### config.mk
export PLATFORM = sky130hd
export DESIGN_NAME = mem_arbiter
export DESIGN_NICKNAME = d
export VERILOG_FILES = /design/src/rtl/mem_arbiter_pkg.sv /design/src/rtl/arb_starve_counter.sv /design/src/rtl/mem_arbiter.sv
export SDC_FILE = /design/constraint.sdc
export NUM_CORES = 1
export LEC_CHECK = 0
export ABC_AREA = 1
export CAP_MARGIN = 20
export CELL_PAD_IN_SITES_DETAIL_PLACEMENT = 0
export CELL_PAD_IN_SITES_GLOBAL_PLACEMENT = 1
export CORE_MARGIN = 2
export CORE_UTILIZATION = 15
export CTS_CLUSTER_SIZE = 8
export DETAILED_ROUTE_END_ITERATION = 10
export GPL_TIMING_DRIVEN = 0
export PLACE_DENSITY_LB_ADDON = 0.1
export SYNTH_ARGS = -nofsm -noshare
export SYNTH_HDL_FRONTEND = slang
export SYNTH_SLANG_ARGS = --single-unit
### constraint.sdc
create_clock -name clk -period 2.08 [get_ports clk]
set_clock_uncertainty 0.2 [all_clocks]
set_input_delay 0.416 -clock clk [delete_from_list [all_inputs] [get_ports clk]]
set_output_delay 0.416 -clock clk [all_outputs]
set_load 0.02 [all_outputs]
### src/rtl/mem_arbiter_pkg.sv
// Shared types for the LC-3b memory arbiter.
//   lc3b_word      : 16-bit machine word / address
//   lc3b_mem_wmask : 2-bit byte write mask
//   lc3b_arb_state : arbiter FSM states
package mem_arbiter_pkg;

  typedef logic [15:0] lc3b_word;
  typedef logic [1:0]  lc3b_mem_wmask;

  typedef enum logic [1:0] {
    IDLE    = 2'd0,
    SERVE_I = 2'd1,
    SERVE_D = 2'd2
  } lc3b_arb_state;

  // Width of the starvation counter; limits above 15 are not representable.
  localparam int unsigned STARVE_CNT_W = 4;

endpackage

### src/rtl/arb_starve_counter.sv
// Saturating starvation counter for the memory arbiter.
//   clk, rst_n  : clock, async active-low reset
//   i_inc       : count one more D grant taken while I was waiting
//   i_clr       : clear (takes priority over i_inc)
//   o_at_limit  : count has reached STARVE_LIMIT
module arb_starve_counter
  import mem_arbiter_pkg::*;
#(
  parameter int unsigned STARVE_LIMIT = 4
) (
  input  logic clk,
  input  logic rst_n,
  input  logic i_inc,
  input  logic i_clr,
  output logic o_at_limit
);

  localparam int unsigned CNT_W = STARVE_CNT_W;
  localparam logic [CNT_W-1:0] LIMIT = CNT_W'(STARVE_LIMIT);

  logic [CNT_W-1:0] r_count;

  // Saturate at the limit so the I side keeps priority until it is served.
  always_ff @(posedge clk or negedge rst_n) begin
    if (!rst_n) begin
      r_count <= '0;
    end else if (i_clr) begin
      r_count <= '0;
    end else if (i_inc && (r_count != LIMIT)) begin
      r_count <= r_count + CNT_W'(1);
    end
  end

  assign o_at_limit = (r_count == LIMIT);

endmodule

### src/rtl/mem_arbiter.sv
// Arbiter sharing one physical memory port between LC-3b fetch (I, read-only)
// and the data path (D, read/write with byte mask). D has priority; I is
// granted after STARVE_LIMIT consecutive D grants taken while I was waiting.
// One transaction in flight; at least one IDLE cycle between transactions.
//   clk, rst_n        : clock, async active-low reset
//   i_mem_*           : fetch request / response
//   d_mem_*           : data-side request / response
//   pmem_*            : physical memory port
//   grant_d           : current or most recent grant went to D
module mem_arbiter
  import mem_arbiter_pkg::*;
#(
  parameter int unsigned STARVE_LIMIT = 4
) (
  input  logic        clk,
  input  logic        rst_n,
  input  logic        i_mem_read,
  input  logic [15:0] i_mem_address,
  output logic        i_mem_resp,
  output logic [15:0] i_mem_rdata,
  input  logic        d_mem_read,
  input  logic        d_mem_write,
  input  logic [15:0] d_mem_address,
  input  logic [15:0] d_mem_wdata,
  input  logic [1:0]  d_mem_byte_enable,
  output logic        d_mem_resp,
  output logic [15:0] d_mem_rdata,
  output logic        pmem_read,
  output logic        pmem_write,
  output logic [15:0] pmem_address,
  output logic [15:0] pmem_wdata,
  output logic [1:0]  pmem_byte_enable,
  input  logic        pmem_resp,
  input  logic [15:0] pmem_rdata,
  output logic        grant_d
);

  lc3b_arb_state r_state;
  logic          r_grant_d;

  logic w_d_req;
  logic w_i_req;
  logic w_at_limit;
  logic w_go_d;
  logic w_go_i;
  logic w_inc;
  logic w_clr;

  assign w_d_req = d_mem_read | d_mem_write;
  assign w_i_req = i_mem_read;

  // Arbitration decision, only meaningful while IDLE.
  assign w_go_d = w_d_req && (!w_i_req || !w_at_limit);
  assign w_go_i = w_i_req && !w_go_d;

  // Count D grants that made a waiting I wait longer; any idle moment
  // without an I request, or an I grant, resets the tally.
  assign w_inc = (r_state == IDLE) && w_go_d && w_i_req;
  assign w_clr = (r_state == IDLE) && (w_go_i || !w_i_req);

  arb_starve_counter #(
    .STARVE_LIMIT(STARVE_LIMIT)
  ) u_starve (
    .clk       (clk),
    .rst_n     (rst_n),
    .i_inc     (w_inc),
    .i_clr     (w_clr),
    .o_at_limit(w_at_limit)
  );

  // State and grant register; a dropped request does not end service early.
  always_ff @(posedge clk or negedge rst_n) begin
    if (!rst_n) begin
      r_state   <= IDLE;
      r_grant_d <= 1'b0;
    end else begin
      case (r_state)
        IDLE: begin
          if (w_go_d) begin
            r_state   <= SERVE_D;
            r_grant_d <= 1'b1;
          end else if (w_go_i) begin
            r_state   <= SERVE_I;
            r_grant_d <= 1'b0;
          end
        end
        SERVE_I, SERVE_D: begin
          if (pmem_resp) begin
            r_state <= IDLE;
          end
        end
        default: r_state <= IDLE;
      endcase
    end
  end

  // Port steering: the granted side drives pmem and alone sees resp.
  always_comb begin
    pmem_read        = 1'b0;
    pmem_write       = 1'b0;
    pmem_address     = 16'h0000;
    pmem_wdata       = 16'h0000;
    pmem_byte_enable = 2'b00;
    i_mem_resp       = 1'b0;
    d_mem_resp       = 1'b0;
    case (r_state)
      SERVE_D: begin
        pmem_address     = d_mem_address;
        pmem_wdata       = d_mem_wdata;
        pmem_byte_enable = d_mem_byte_enable;
        pmem_write       = d_mem_write;
        pmem_read        = d_mem_read & ~d_mem_write;
        d_mem_resp       = pmem_resp;
      end
      SERVE_I: begin
        pmem_address = i_mem_address;
        pmem_read    = 1'b1;
        i_mem_resp   = pmem_resp;
      end
      default: ;
    endcase
  end

  // Read data is broadcast; consumers qualify it with their resp.
  assign i_mem_rdata = pmem_rdata;
  assign d_mem_rdata = pmem_rdata;
  assign grant_d     = r_grant_d;

endmodule

---- Word-level counts from Yosys, hierarchy flattened ----
Index checks and enable logic that the tools add are counted.
storage, ports and cells
  bits in registers ....................... 7
  input bits .............................. 72
  output and inout bits ................... 71
  word-level logic and storage cells ...... 45
operators by class
  add/sub/neg operators ................... 1
  equal/unequal tests ..................... 6
  mux-type cells .......................... 15
  bitwise logic cells ..................... 3
  reduce and logical (&&, ||, !) cells .... 17
operators by type and width
  operator                                       number
  case mux 16 bit (2 select lines)               1
  two-way mux 16 bit                             1
  two-way mux 2 bit                              4
  two-way mux 4 bit                              2
  logical AND 1 bit                              6
  two-way mux 1 bit                              5
  adder 4 x 1 -> 4 bit, second input constant    1
  == test 4 x 3 -> 1 bit, second input constant  1
  != test 4 x 3 -> 1 bit, second input constant  1
  case mux 2 bit (2 select lines)                1
  AND reduction 2 bit                            2
  nonzero test 2 bit                             2
  logical NOT 1 bit                              3
  != test 3 bit, second input constant           1
  == test 2 x 1 -> 1 bit, second input constant  1
  == test 2 bit, second input constant           1
  logical NOT 2 bit                              1
  logical OR 1 bit                               2
  != test 2 bit, second input constant           1
  case mux 1 bit (2 select lines)                1
  OR reduction 2 bit                             1
  AND 1 bit                                      1
  NOT 1 bit                                      1
  bitwise OR 1 bit                               1

---- Longest topological paths before layout ----
  depth after elaboration ................. 9
  mapped depth ............................ 8
  gate-level depth less buffers ........... 8

---- By module ----
From an unflattened synthesis, not the netlist that was laid out.
unflattened totals
  cells, all modules ...................... 200
  area total of the unflattened synthesis .. 1193.6 µm²
by module, submodules not included
  module              instances  cells each  area each (µm²)  sequential area each (µm²)
  mem_arbiter         1          168         940.9            75.1
  arb_starve_counter  1          32          252.7            100.1

---- Worst setup path after synthesis ----
Ideal clock, no wire load.
  path kind ............................... reg-to-output
  from .................................... reg r_state[0]
  to ...................................... out pmem_address[10]
  data arrival time ....................... 1257 ps
  required time ........................... 1464 ps
  path slack .............................. 207 ps
  stages on the path, launching flop included .. 7
  path through ............................ dfrtp_1 inv_1 ha_1 buf_4 buf_6 nand2_1 a21oi_1
on the way
  cells in the longest elaborated chain, start to end .. 2
  elaborated cells between the ends (all ways) .. 3
  classes of those cells .................. eq/ne (2); mux (1)
ends and longest elaborated chain
  what                                                            line                source
  start, declared                                                 mem_arbiter.sv:38   lc3b_arb_state r_state;
  start signal, assigned                                          mem_arbiter.sv:74   r_state <= IDLE;
  start signal, assigned                                          mem_arbiter.sv:80   r_state <= SERVE_D;
  start signal, assigned                                          mem_arbiter.sv:83   r_state <= SERVE_I;
  == test 2 x 1 -> 1 bit / == test 2 bit (equally long branches)  mem_arbiter.sv:106  case (r_state)
  case mux 16 bit (2 select lines) (*)                            mem_arbiter.sv:106
  end, declared                                                   mem_arbiter.sv:30   output logic [15:0] pmem_address,
Every way passes the cells marked *; elsewhere a longest branch is shown, timed or not.

---- Worst setup path after layout ----
  from .................................... reg r_state[1]
  to ...................................... out pmem_address[0]
The elaborated chain is that of the path after synthesis.

==> results_dict.tcl <==
set metrics [dict create \
    status "finished with violations" \
    violations "negative setup slack" \
    wl_per_cell_um 11.5 \
    cts_max_level 1 \
    tightest_slew_ns 0.359 \
    fin_hold_ws_ns 0.263 \
    worstReg2RegStart "r_state[1]" \
    fillers 822 \
    cts-root-buf "clkbuf_8" \
    dieHeight_um 90.8 \
    grt_setup_unrepaired "yes" \
    grt_max_degree 11 \
    layout_setup_ws_ns -0.0141 \
    drt_iter0_markers 30 \
    power.switching_mw 1.42 \
    synthTopCellsByArea "buf_4 (23%), nand2_1 (21%), dfrtp_1 (16%)" \
    antenna_cells 0 \
    r2r_slack_ns 0.51 \
    slew_viol_final 0 \
    grt_util_all_layers_pct 10.6 \
    vias_per_cell 3.67 \
    syn_nets 268 \
    grt_pass1_wl_mm 7.33 \
    clk-insertion-delay-late_ns 0.23 \
    synthDistinctLibCells 21 \
    first_pass_iters 3 \
    timing.rr.end "r_state[1]" \
    timing.slew.headroom_pct 76.0 \
    yosysSeqAreaShare_pct 15.5 \
    reg2reg_depth 7 \
    wl_mm 4.91 \
    max_freq_ghz 0.478 \
    start_util_pct 15.5 \
    arrival_ns 1.48 \
    ant_nets 0 \
    grt_pass1_vias 1495 \
    syn_inst 191 \
    leakage_nw 1.38 \
    port_buffers 126 \
    pwr-share-comb_pct 85.3 \
    rows 31 \
    p_int_mw 1.54 \
    core_region_area_um2 7290 \
    holdBufCountCts 0 \
    hold_viol 0 \
    clk_pin_slew_worst_paths_ns 0.04 \
    syn2layout_area_growth_pct 148 \
    worstSetupPathType "reg2out" \
    ir_worst_vdd_mv 0.754 \
    grt-ovfl-total 0 \
    fp.dieW_um 90.8 \
    io_pins 143 \
    via_count 1569 \
    synth_area_per_cell_um2 5.92 \
    p_total_mw 2.96 \
    clkSinkCount 7 \
    crit_path_end_kind "output pin" \
    ys_ff_latch 7 \
    dieArea_um2 8240 \
    utilization_pct 38.4 \
    antenna_found_initial 0 \
    synth_top_area_share_pct 22.6 \
    yosysTopAreaCell "buf_4" \
    tritoncts "yes" \
    nNetsFinal 406 \
    min_period_ns 2.09 \
    yosys_warnings 0 \
    clockPowerShare_pct 6.6 \
    gp_routability_congestion 0.744 \
    clockBufferDepth 2 \
    crit_fanout 10 \
    min_path_type "in2async" \
    place_hpwl_mm 3.78 \
    switching_share_pct 48.0 \
    max-cap-violations 0 \
    cts_made_buffers 3 \
    cp-start-kind "flip-flop" \
    period_share_pct 101 \
    multi_input_area_um2 683 \
    seq_area_um2 176 \
    pwr_density_cell_nw_per_um2 1060 \
    setup_viol 4 \
    drive_above_1_share_pct 39.9 \
    route.detailed.drc 0 \
    synthesis.area_um2 1130 \
    pre_cts_ws_ns -0.362 \
    power.share.sequential_pct 8.1 \
    crit_required_ns 1.46 \
]
==> worst max-delay path, cell delays in order (launching register included) <==
cell	delay, ns
dfrtp_2	0.42
inv_4	0.06
ha_4	0.30
inv_8	0.06
clkbuf_16	0.16
a21oi_2	0.12
buf_6	0.13
==> cells in the mapped netlist (all sizes together) <==
cell type / number
xor2: 2
dfrtp: 7
buf: 40
nor2: 6
o21bai: 1
inv: 35
or2: 1
nand2: 67
nand3: 4
ha: 5
nand3b: 1
nand4: 1
a21oi: 17
a21boi: 1
o21ai: 3
==> sequential cells by signal (all words and copies together) (netlist names) <==
register          flops
r_state               2
grant_d               1
u_starve.r_count      4
==> through the flow <==
| stage | area [um^2] | setup TNS, ns | instances |
|---|---|---|---|
| 2_1_floorplan | 1130 | 0 | 191 |
| 3_3_place_gp | 2510 | -10.94 | 416 |
| 3_5_place_dp | 2510 | -11.10 | 416 |
| 4_1_cts | 2550 | -0.345 | 426 |
| 5_1_grt | 2800 | -0.762 | 427 |
| 6_report | 2800 | -0.0336 | 427 |
==> final cells by class <==
class	instances	share of cell area [%]
repair buffers	134	45.8
multi-input cells	109	24.4
plain buffers	39	12.4
flip-flops and latches	7	6.30
inverters	35	5.05
well taps	99	4.42
clock buffers	4	1.61
==> cell families (layout without fill, tap and decap cells) <==
| logic type | count (synthesis) | in the layout | synth area share [%] |
|---|---|---|---|
| AOI/OAI and AO/OA | 22 | 22 | 10.2 |
| xor gates and xnor gates | 2 | 2 | 1.55 |
| adders and majority gates | 5 | 5 | 5.54 |
| buffers and inverters | 75 | 212 | 38.5 |
| DFF | 7 | 7 | 15.5 |
| and+or+nand+nor | 80 | 80 | 28.7 |
==> per-layer routing <==
| layer | track usage, % | part of all wire [%] | vias up |
|---|---|---|---|
| met5 | 0 | 0 | - |
| met4 | 1.89 | 0.43 | 0 |
| met3 | 2.42 | 7.5 | 3 |
| met2 | 18.7 | 50 | 74 |
| met1 | 13.3 | 42 | 683 |
| li1 | - | - | 809 |
==> power groups by stage <==
stage                     sequential [mW]  combinational, mW  clock, mW
after detailed placement            0.232               1.93          0
after floorplan                     0.235               1.09          0
final                               0.241               2.53      0.196
after CTS                           0.229               2.05      0.199
after global placement              0.231               1.94          0
after global routing                0.249               2.74      0.208
==> how the worst max path moves through the flow <==
stage	startpoint	end
after floorplan	r_state[0]	pmem_address[10]
after global placement	d_mem_write	pmem_read
after detailed placement	d_mem_write	pmem_read
after CTS	r_state[1]	pmem_address[10]
after global routing	r_state[0]	pmem_address[6]
final	r_state[1]	pmem_address[0]
==> layout by cell type, fill, tap and decap left out <==
cell type / count
a21boi_1: 1
a21oi_1: 2
a21oi_2: 11
a21oi_4: 4
buf_12: 3
buf_16: 1
buf_2: 21
buf_4: 42
buf_6: 13
buf_8: 3
clkbuf_1: 1
clkbuf_16: 2
clkbuf_8: 3
clkdlybuf4s50_1: 88
dfrtp_1: 6
dfrtp_2: 1
ha_1: 2
ha_4: 3
inv_1: 29
inv_2: 4
inv_4: 1
inv_8: 1
nand2_1: 50
nand2_2: 16
nand2_4: 1
nand3_1: 4
nand3b_1: 1
nand4_1: 1
nor2_1: 5
nor2_2: 1
o21ai_0: 1
o21ai_1: 2
o21bai_1: 1
or2_0: 1
xor2_1: 2
==> repair_timing <==
action | CTS | global route
setup endpoints to repair | 38 | 18
hold endpoints to repair | 0 | 0
pin swaps | 2 | 15
gates cloned | 1 | 2
gates resized for setup | 184 | 58
buffers inserted | 5 | 0
Power figures use the tool's default switching activity.
==> patch, RTL diff (same flow settings) <==
`STARVE_CNT_W`: 4 -> 5.
--- a/src/rtl/mem_arbiter_pkg.sv
+++ b/src/rtl/mem_arbiter_pkg.sv
@@ -14,7 +14,7 @@
   } lc3b_arb_state;
 
   // Width of the starvation counter; limits above 15 are not representable.
-  localparam int unsigned STARVE_CNT_W = 4;
+  localparam int unsigned STARVE_CNT_W = 5;
 
 endpackage
 
Behaviour: same outputs for any inputs over 10 cycles, from zero or initial values and one cycle with rst_n low; that may be too few to reach the edited logic, so the function may still have changed.
==> patch against the original RTL <==
Utilization fell by 1.9 points. Wire length fell by 1.6%. Clock power fell by 3%. Global-route usage fell by 0.46 points. Sequential cell count rose by 1. Synthesized area rose by 4.7%. Sequential share of layout area rose by 0.87 points. Fmax rose by 0.79%. Cell area rose by 0.31%. Setup slack improved by 0.016 ns. Power fell by 4.1%. Cell count rose by 1.9%. Largest cell class unchanged. Largest power group unchanged.
==> patch: results (changes against the original RTL) <==
The run finished with clean final reports. The clock-pin slew on the worst setup and hold paths came out at 0.04 ns (about the same). The period utilization works out to 0.999 (-0.00792).

The tools report the capture point of the worst reg-to-reg path as r_state[0]$_DFFE_PN0P_. The final worst hold slack was 0.287 ns (+0.0233 ns); the first-pass iteration count of the detailed router was 4 (+1). The number of antenna violations at the first check in global routing is 0 (unchanged), and the sequential area share after synthesis is 0.169 (+0.0143).

Post-place instance area: 0.00257 mm^2 (+2.2%). The standby leakage power was 1.38 nW (+0.27%). Post-DP HPWL: 3820 um (+1.2%).

The tools report the share of power burned in combinational logic as 0.837 (-0.016). The run gives 0.102 (-0.00461) as the global-route total usage across every layer. Counting instances in the post-synthesis netlist gives the leading cell types as sky130_fd_sc_hd__nand2_1, sky130_fd_sc_hd__inv_1, sky130_fd_sc_hd__buf_4, sky130_fd_sc_hd__a21oi_1, sky130_fd_sc_hd__dfrtp_1. Post-layout net count: 412 (+1.5%). The dominant register cell in the synthesized netlist was sky130_fd_sc_hd__dfrtp_1.

The master cell of the clock root buffer was sky130_fd_sc_hd__clkbuf_8. The largest fanout on the critical path came out at 6 (-4). The run gives 0.519 mV (-31%) as the worst-case vdd ir drop.

The tools report the net count after synthesis as 275 (+2.6%). The logs give 7120 um (-2.8%) for the first-pass GRT wire length and 4830 um (-1.6%) for the final routed wirelength across all metal layers. Sorting the synthesized cells by area gives the leading types as sky130_fd_sc_hd__buf_4, sky130_fd_sc_hd__nand2_1, sky130_fd_sc_hd__dfrtp_1, sky130_fd_sc_hd__inv_1, sky130_fd_sc_hd__a21oi_1. For the final weighted congestion in routability-driven placement, the log shows 0.726 (-2.4%).

The arrival time at the worst endpoint was 1.46 ns (-0.02 ns). The areal power density over the cells came out at 1010 mW/mm^2 (-4.4%). The count of port buffers added during placement works out to 126 (unchanged). Switching power total: 0.00139 W (-2.4%). The number of filler instances in the final layout was 843 (+2.6%). Ratio of routed vias to standard cells: 3.67 (about the same). The run gives 0.000190 W (-3%) as the clock group total power. The via count of the first global-routing pass was 1466 (-1.9%); the fraction of layout instances using a drive strength above 1 was 0.390 (-0.00900). The number of flip-flops under the largest register name came out at 5 (+1). Insertion delay to the later sink of the worst-skew pair: 0.23 ns (about the same).
[patch: cell types whose count changed in the layout (fill, tap and decap cells not counted), sizes merged, moves of 2 or more]
cell / unedited run / this run
nor2: 6 / 2
inv: 35 / 39
nand4: 1 / 3
clkbuf: 6 / 3
nand3: 4 / 6
a21oi: 17 / 21
[patch: timing repair]
action,CTS,global route
setup endpoints to repair,38,34
pin swaps,3,13
buffers inserted,4,0
gates cloned,3,0
resized for setup,201,55
[patch: kinds of logic (layout without fill, tap and decap cells)]
kind of cell	Yosys count	count (layout)	synth area share
buffers and inverters	79	214	0.372
and+or+nand+nor	78	78	0.273
AOI/OAI and AO/OA	26	26	0.117
DFF	8	8	0.169
adders and majority gates	5	5	0.0529
xor gates and xnor gates	2	2	0.0148
[patch: how the worst max path moves through the flow]
stage | from | endpoint | slack, ns | depth (start not counted)
final | r_state[0]$_DFFE_PN0P_ | pmem_address[15] | 0.002 | 7
after global routing | r_state[0]$_DFFE_PN0P_ | pmem_address[15] | -0.07 | 7
after CTS | r_state[1]$_DFFE_PN0P_ | pmem_read | -0.05 | 6
after detailed placement | r_state[1]$_DFFE_PN0P_ | pmem_address[8] | -0.39 | 7
after global placement | r_state[1]$_DFFE_PN0P_ | pmem_address[9] | -0.38 | 7
after floorplan | r_state[0]$_DFFE_PN0P_ | pmem_address[0] | 0.19 | 6
[patch: final cells by class]
type	count	area, um^2	share of cell area
Timing Repair Buffer	133	1260	0.450
Multi-Input combinational cell	111	681	0.242
Buffer	39	339	0.121
Sequential cell	8	201	0.0717
Inverter	39	154	0.0548
Tap cell	102	128	0.0454
Clock buffer	3	41.3	0.0147
[patch: critical path: stages, from the launching register on]
cell,delay [ns]
sky130_fd_sc_hd__dfrtp_1,0.38
sky130_fd_sc_hd__inv_2,0.10
sky130_fd_sc_hd__ha_4,0.16
sky130_fd_sc_hd__buf_8,0.14
sky130_fd_sc_hd__buf_8,0.13
sky130_fd_sc_hd__nand2_1,0.06
sky130_fd_sc_hd__a21oi_2,0.11
sky130_fd_sc_hd__buf_4,0.15
[patch: stage by stage]
stage | util | setup WS [ns] | cells
finish | 0.365 | 0.00236 | 435
global route | 0.365 | -0.0683 | 435
CTS | 0.345 | -0.0522 | 436
detailed placement | 0.334 | -0.386 | 426
global placement | 0.334 | -0.383 | 426
floorplan | - | 0.185 | 198
[patch: layer usage]
layer	up-vias	part of all wire	GRT usage
met5	-	0	0
met1	681	0.39	0.118
met3	0	0.092	0.0236
met2	83	0.52	0.196
li1	833	-	-
met4	0	0	0.00735
